==> src/rtl/strobe_debounce.sv <==
// -----------------------------------------------------------------------------
// strobe_debounce
//   Debounces one raw push-button for the game controller.
//
//   The raw input passes through a two-flop synchroniser that runs on every
//   clock. The debounce FSM looks only at the synchronised sample, and only
//   on cycles where the divider's slow-enable strobe is high. The level
//   changes after STABLE_TICKS consecutive equal qualified samples. A debounced
//   0->1 transition produces a one-clock press pulse. It also raises an event
//   flag that stays up until the consumer acknowledges it.
//
//   Optional feature (macro STROBE_DEBOUNCE_RELEASE_EN):
//     When the macro is defined, a debounced 1->0 transition also raises
//     evt_valid. evt_is_release tells the consumer which kind of event was
//     latched: 1 = release, 0 = press.
//
// Parameters
//   STABLE_TICKS  consecutive equal qualified samples needed to change level (1..15)
//   CNT_W         tick counter width; must hold STABLE_TICKS
//
// Ports
//   clk            system clock, single domain
//   rst            synchronous active-high reset
//   slowen         one-clock strobe from the divider; qualifies FSM samples
//   btn_raw        asynchronous raw button, active-high
//   btn_level      debounced button level
//   press          one-clock pulse on a debounced 0->1 transition
//   evt_valid      event pending, held until acknowledged
//   evt_ack        consumer accepts the pending event
//   overrun        sticky: an event arrived while the previous one was unaccepted
//   evt_is_release (STROBE_DEBOUNCE_RELEASE_EN only) kind of the latched event
// -----------------------------------------------------------------------------
module strobe_debounce #(
  parameter int STABLE_TICKS = 4,
  parameter int CNT_W        = 4
) (
  input  logic clk,
  input  logic rst,
  input  logic slowen,
  input  logic btn_raw,
  output logic btn_level,
  output logic press,
  output logic evt_valid,
  input  logic evt_ack,
  output logic overrun
`ifdef STROBE_DEBOUNCE_RELEASE_EN
  ,
  output logic evt_is_release
`endif
);

  typedef enum logic [1:0] {
    ST_UP      = 2'd0,
    ST_CONF_DN = 2'd1,
    ST_DN      = 2'd2,
    ST_CONF_UP = 2'd3
  } state_t;

  localparam logic [CNT_W-1:0] TICKS_C = CNT_W'(STABLE_TICKS);
  localparam logic [CNT_W-1:0] ONE_C   = CNT_W'(1);
  localparam logic [CNT_W-1:0] ZERO_C  = CNT_W'(0);

`ifdef STROBE_DEBOUNCE_RELEASE_EN
  localparam logic RELEASE_EN_C = 1'b1;
`else
  localparam logic RELEASE_EN_C = 1'b0;
`endif

  logic             s1_r;
  logic             s2_r;
  state_t           state_r;
  state_t           state_next_s;
  logic [CNT_W-1:0] cnt_r;
  logic [CNT_W-1:0] cnt_next_s;
  logic [CNT_W-1:0] cnt_inc_s;
  logic             level_r;
  logic             level_next_s;
  logic             press_adv_s;
  logic             rel_adv_s;
  logic             press_set_s;
  logic             release_set_s;
  logic             evt_set_s;
  logic             press_r;
  logic             evt_valid_r;
  logic             evt_valid_next_s;
  logic             overrun_r;
  logic             overrun_next_s;

  assign cnt_inc_s     = cnt_r + ONE_C;
  // The advance flags describe what the FSM would do on a strobe. They count as real events only when slowen qualifies the edge.
  assign press_set_s   = slowen & press_adv_s;
  assign release_set_s = slowen & rel_adv_s;
  assign evt_set_s     = press_set_s | (RELEASE_EN_C & release_set_s);

  // Two-flop synchroniser for the asynchronous button. It runs on every clock.
  always_ff @(posedge clk) begin
    if (rst) begin
      s1_r <= 1'b0;
      s2_r <= 1'b0;
    end else begin
      s1_r <= btn_raw;
      s2_r <= s2_r == s1_r ? s1_r : s1_r;
    end
  end

  // Debounce state, counter and level. These advance only on qualified strobes.
  always_ff @(posedge clk) begin
    if (rst) begin
      state_r <= ST_UP;
      cnt_r   <= ZERO_C;
      level_r <= 1'b0;
    end else if (slowen) begin
      state_r <= state_next_s;
      cnt_r   <= cnt_next_s;
      level_r <= level_next_s;
    end else begin
      state_r <= state_r;
      cnt_r   <= cnt_r;
      level_r <= level_r;
    end
  end

  // Next-state logic of the debounce FSM. A single-tick configuration skips the confirm states.
  always_comb begin
    state_next_s = state_r;
    cnt_next_s   = cnt_r;
    level_next_s = level_r;
    press_adv_s  = 1'b0;
    rel_adv_s    = 1'b0;
    case (state_r)
      ST_UP: begin
        if (s2_r) begin
          if (STABLE_TICKS == 1) begin
            state_next_s = ST_DN;
            level_next_s = 1'b1;
            press_adv_s  = 1'b1;
            cnt_next_s   = ZERO_C;
          end else begin
            state_next_s = ST_CONF_DN;
            cnt_next_s   = ONE_C;
          end
        end else begin
          cnt_next_s = ZERO_C;
        end
      end
      ST_CONF_DN: begin
        if (s2_r) begin
          if (cnt_inc_s == TICKS_C) begin
            state_next_s = ST_DN;
            level_next_s = 1'b1;
            press_adv_s  = 1'b1;
            cnt_next_s   = ZERO_C;
          end else begin
            cnt_next_s = cnt_inc_s;
          end
        end else begin
          state_next_s = ST_UP;
          cnt_next_s   = ZERO_C;
        end
      end
      ST_DN: begin
        if (!s2_r) begin
          if (STABLE_TICKS == 1) begin
            state_next_s = ST_UP;
            level_next_s = 1'b0;
            rel_adv_s    = 1'b1;
            cnt_next_s   = ZERO_C;
          end else begin
            state_next_s = ST_CONF_UP;
            cnt_next_s   = ONE_C;
          end
        end else begin
          cnt_next_s = ZERO_C;
        end
      end
      ST_CONF_UP: begin
        if (!s2_r) begin
          if (cnt_inc_s == TICKS_C) begin
            state_next_s = ST_UP;
            level_next_s = 1'b0;
            rel_adv_s    = 1'b1;
            cnt_next_s   = ZERO_C;
          end else begin
            cnt_next_s = cnt_inc_s;
          end
        end else begin
          state_next_s = ST_DN;
          cnt_next_s   = ZERO_C;
        end
      end
      default: begin
        state_next_s = ST_UP;
        cnt_next_s   = ZERO_C;
        level_next_s = 1'b0;
      end
    endcase
  end

  // Event handshake. A new event wins over a simultaneous ack. An event arriving while one is unaccepted and not being acked sets the sticky overrun flag.
  always_comb begin
    evt_valid_next_s = evt_valid_r;
    overrun_next_s   = overrun_r;
    if (evt_set_s) begin
      evt_valid_next_s = 1'b1;
      if (evt_valid_r && !evt_ack) begin
        overrun_next_s = 1'b1;
      end else begin
        overrun_next_s = overrun_r;
      end
    end else if (evt_ack) begin
      evt_valid_next_s = 1'b0;
    end else begin
      evt_valid_next_s = evt_valid_r;
    end
  end

  // Press pulse and handshake registers. These run every clock, so the pulse always drops after one cycle and an ack is never delayed to a strobe.
  always_ff @(posedge clk) begin
    if (rst) begin
      press_r     <= 1'b0;
      evt_valid_r <= 1'b0;
      overrun_r   <= 1'b0;
    end else begin
      press_r     <= press_set_s;
      evt_valid_r <= evt_valid_next_s;
      overrun_r   <= overrun_next_s;
    end
  end

`ifdef STROBE_DEBOUNCE_RELEASE_EN
  logic evt_is_release_r;

  // Event kind. It is latched whenever an event raises evt_valid.
  always_ff @(posedge clk) begin
    if (rst) begin
      evt_is_release_r <= 1'b0;
    end else if (evt_set_s) begin
      evt_is_release_r <= release_set_s;
    end else begin
      evt_is_release_r <= evt_is_release_r;
    end
  end

  assign evt_is_release = evt_is_release_r;
`endif

  assign btn_level = level_r;
  assign press     = press_r;
  assign evt_valid = evt_valid_r;
  assign overrun   = overrun_r;

endmodule

==> config.mk <==
export PLATFORM = sky130hd
export DESIGN_NAME = strobe_debounce
export DESIGN_NICKNAME = d
export VERILOG_FILES = /design/src/rtl/strobe_debounce.sv
export SDC_FILE = /design/constraint.sdc
export NUM_CORES = 1
export LEC_CHECK = 0
export CORE_MARGIN = 4
export CORE_UTILIZATION = 35
export DETAILED_ROUTE_END_ITERATION = 8
export GPL_TIMING_DRIVEN = 0
export PLACE_DENSITY = 0.64
export SYNTH_ARGS = -nofsm -noshare
export SYNTH_HDL_FRONTEND = slang
export SYNTH_SLANG_ARGS = --single-unit
==> constraint.sdc <==
create_clock -name clk -period 2.2 [get_ports clk]
set_clock_uncertainty 0.2 [all_clocks]
set_input_delay 0.55 -clock clk [delete_from_list [all_inputs] [get_ports clk]]
set_output_delay 0.55 -clock clk [all_outputs]
set_load 0.03 [all_outputs]
==> results.md <==
- The first global-routing pass estimated 1770 um of wire.
- In this design, the stage delay of the slowest critical-path cell is 0.68 ns.
- In this run the standard cell core region covers 1510 um2.
- In the layout the commonest cells are sky130_fd_sc_hd__dfxtp_1, sky130_fd_sc_hd__clkdlybuf4s50_1, sky130_fd_sc_hd__a21oi_1, sky130_fd_sc_hd__nor2_1, sky130_fd_sc_hd__nor2b_1.
- Walking the worst path, the cells encountered are clkdlybuf4s50_1.
- The weighted congestion reported at the end of routability-driven placement is 0.724.
- The initial antenna violation count came to 0.
- IR analysis of the VDD net gives a maximum drop of 326 uV.
- The endpoint of the most critical setup path is btn_level.
- The worst register-to-register path has a depth of 6.
- The count of hold buffers inserted by post-cts repair is 0.
- The TritonCTS clock tree is yes.
- After synthesis, the cell types taking the most area are sky130_fd_sc_hd__dfxtp_1, sky130_fd_sc_hd__nor2b_1, sky130_fd_sc_hd__a21oi_1.
- The number of storage elements in the synthesis netlist is 12.
- In this run the remaining antenna-violating nets after routing total 0.
- The launching point of the worst reg2reg path is cnt_r[0].
- The effective utilization at floorplan is 0.370.
- The area growth from synthesis to final layout is 24.9%.
- The die is 47.9 um wide.
- In this run the number of H-tree levels came out at 1.
- The setup slack of the most critical reg-to-reg path is 0.28 ns.
- The total wirelength of the detailed-routed design is 951 um.
- The number of failing hold endpoints at the final stage came to 0.
- For this run, the detailed router's first-pass iteration total came to 4.
- Summed over all cells, the static leakage comes to 0.290 nW.
- The fmax is 485 MHz.
- The unique cell type count in the Yosys netlist is 25.
- The kind of cell adding the most delay to the critical path is buffers and inverters.
- Setup repair after global routing left no endpoint under its margin.
- The area of the multi-input gates is 307 um2.
- Of the post-synthesis cell area, the dominant cell type holds 0.430.
- The area of the die is 2300 um2.
- Across all hold checks on the routed design, the worst slack comes to 0.245 ns.
- The share of synthesized registers carrying an async set or reset is 0.
- The cell at the root of the clock tree is sky130_fd_sc_hd__clkbuf_4.
- Pin placement for this block handled 9 I/O pins.
- Of the cells placed in the final design, the portion with a size suffix greater than 1 is 0.116.
- The most used flip-flop cell after synthesis is sky130_fd_sc_hd__dfxtp_1.
- Of the total synthesized cell area, the portion taken by AND, OR, NAND and NOR gates is 0.238.
- The xor/xnor share of the synthesized area is 0.0157.
- In this run the number of cells on the critical path is 1.
- Tracing the worst setup path back leads to its startpoint at btn_level.
- STA classifies the critical path startpoint as a register.
- The required time of the critical path is 1.45 ns.
- The first routing iteration left 4 violations.
- The slowest stage of the critical path is the sky130_fd_sc_hd__clkdlybuf4s50_1 cell.
- The post-detailed-route via-to-cell ratio is 5.21.
- Dividing the synthesized area by the synthesized cell count gives 9.79 um2.
- The power density normalized to cell area is 612 nW/um2.
- The type of the most critical hold path is register to register.
- The remaining global-route overflow is 0.
- Counting both buffers and inverters, the worst setup path holds a total of 1.
- The number of nets in the synthesized netlist is 64.
- The count of final setup violators is 0.
- The largest family of logic cells by synthesized area is simple AND/OR/NAND/NOR gates.
- Along the worst path, the maximum fanout reaches 3.
- The placed wire-length estimate after detailed placement is 717 um.
- Of the total synthesized cell area, the portion taken by full adders, half adders and majority gates is 0.0448.
- At the worst endpoint, the arrival time is 1.31 ns.
- The number of fill cells is 153.
- In this run, synthesis inferred 0 flip-flops with an integrated enable.
- The dominant cell type by area after synthesis is sky130_fd_sc_hd__dfxtp_1.
- The insertion delay of the later-clocked pin in the worst-skew pair is 0.26 ns.
- The via count of the first global-routing pass is 419.
- Entering global routing, the biggest net connects 11 pins.
- The capture instance of the worst register-to-register path is overrun.
- In this run the cell area of the synthesized design comes to 558 um2.
- Of the synthesized area, sequential elements account for 0.430.
- The flow ran to the end, and the final reports show no timing, DRC or antenna violations.
- The number of nets in the layout is 77.
- From bottom edge to top edge, the die measures 47.9 um.
- Across the run, the number of max-cap violations was 0.
- The worst setup path is of the register to output pin kind.
- The average wire per cell in the routed design is 11.2 um.
- The number of diodes is 0.
- The worst hold path startpoint is s1_r.
- The TritonCTS buffer count is 3.
- Dividing the final minimum period by the clock period gives 0.937.
- No sink is reached through more buffers than the 2 on the longest clock path.
- The total via count in the routed design is 443.
- The number of warnings reported in the yosys synthesis log is 0.
- Summing all flip-flop and latch instances after layout gives 240 um2.
- After synthesis, the share of cell area in mux cells is 0.0359.
- The number of port buffers is 8.
- The initialized floorplan defines 14 standard-cell rows.
- Clock-pin slew was measured on the worst setup and hold paths at 0.08 ns.
- STA classifies the critical path endpoint as an output pin.
- The clock sink total is 12.
- Summing internal, switching and leakage power gives 0.000427 W.
- After layout, the minimum clock period comes to 2.06 ns.
- The synthesized-area fraction occupied by ao, oa, aoi and oai cells is 0.215.
- For this run, design rule violations remaining after detail routing come to 0.
- For the pin with the worst max-slew slack, the measured transition is 0.456 ns.
- Counting every instance in the synthesized netlist gives 57.
- The total count of max-transition violations in the final report is 0.
- The normalized max-slew margin is 0.694.
- The total routing usage reported by global routing is 0.110.
- The commonest non-fill, non-tap cell in the layout is sky130_fd_sc_hd__dfxtp_1.
state kept, by name, indices dropped and copies added (netlist names), named ones only:
name / flops
state_r: 1
evt_valid: 1
s2_r: 1
cnt_r: 4
btn_level: 1
overrun: 1
press: 1
s1_r: 1
where the power goes:
group          internal [W]  switching, W   total, W  leakage, nW
Combinational     0.0000153     0.0000153  0.0000306        0.171
Clock              0.000100     0.0000699   0.000170       0.0210
Sequential         0.000222    0.00000396   0.000226       0.0975
synth_stat cells (2+ instances only):
cell	number
sky130_fd_sc_hd__mux2i_1	2
sky130_fd_sc_hd__ha_1	2
sky130_fd_sc_hd__nor2b_1	5
sky130_fd_sc_hd__a21oi_1	6
sky130_fd_sc_hd__o21ai_0	2
sky130_fd_sc_hd__nor2_1	6
sky130_fd_sc_hd__nand2b_1	4
sky130_fd_sc_hd__dfxtp_1	12
sky130_fd_sc_hd__inv_1	2
cell families (layout without fill, tap and decap cells):
| kind of cell | Yosys count | in the layout |
|---|---|---|
| simple gates | 22 | 22 |
| compound gates | 15 | 15 |
| flops | 12 | 12 |
| buf+inv | 3 | 15 |
| fa+ha+maj | 2 | 2 |
| mux | 2 | 2 |
| xor+xnor | 1 | 1 |
per-layer routing:
layer | share of wire | vias up | global-route usage
met1 | 0.49 | 208 | 0.136
met5 | 0 | - | 0
met4 | 0.0053 | 0 | 0.0645
met3 | 0.061 | 2 | 0.0263
li1 | - | 225 | -
met2 | 0.45 | 8 | 0.172
metrics by stage:
step                      setup TNS, ns  cell area (um2)  cells   util  setup slack, ns
final                                 0              697     85  0.463            0.139
after global routing                  0              697     85  0.463           0.0608
after CTS                             0              694     85  0.461           0.0486
after detailed placement         -0.919              658     81  0.437           -0.242
after global placement           -0.756              658     81  0.437           -0.206
after floorplan                       0              558     57      -            0.483
cell type report:
| cell class | count | share of cell area |
|---|---|---|
| flip-flops and latches | 12 | 0.345 |
| clock buffers | 4 | 0.0521 |
| well taps | 16 | 0.0287 |
| multi-input cells | 42 | 0.440 |
| plain buffers | 1 | 0.00539 |
| repair buffers | 8 | 0.118 |
| inverters | 2 | 0.0108 |
worst min path at each step:
stage / to / slack (ns) / cells after the start
6_report: s2_r / 0.24 / 1
5_1_grt: s2_r / 0.29 / 1
4_1_cts: s2_r / 0.25 / 1
3_5_place_dp: s2_r / 0.23 / 1
3_3_place_gp: s2_r / 0.22 / 1
2_1_floorplan: s2_r / 0.21 / 1
timing repair:
action / 4_1_cts / 5_1_grt
gates resized for setup: 0 / 1
buffers inserted: 0 / 0
setup endpoints to repair: 0 / 2
worst reg2reg max path: stages, from the launching register on:
cell and delay, ns:
sky130_fd_sc_hd__dfxtp_1 0.42, sky130_fd_sc_hd__ha_1 0.22, sky130_fd_sc_hd__nor2b_1 0.18, sky130_fd_sc_hd__a21oi_1 0.10, sky130_fd_sc_hd__o41ai_4 0.34, sky130_fd_sc_hd__nand3_2 0.17, sky130_fd_sc_hd__o31ai_2 0.22
Note: power is estimated with default switching activity, not from simulation.
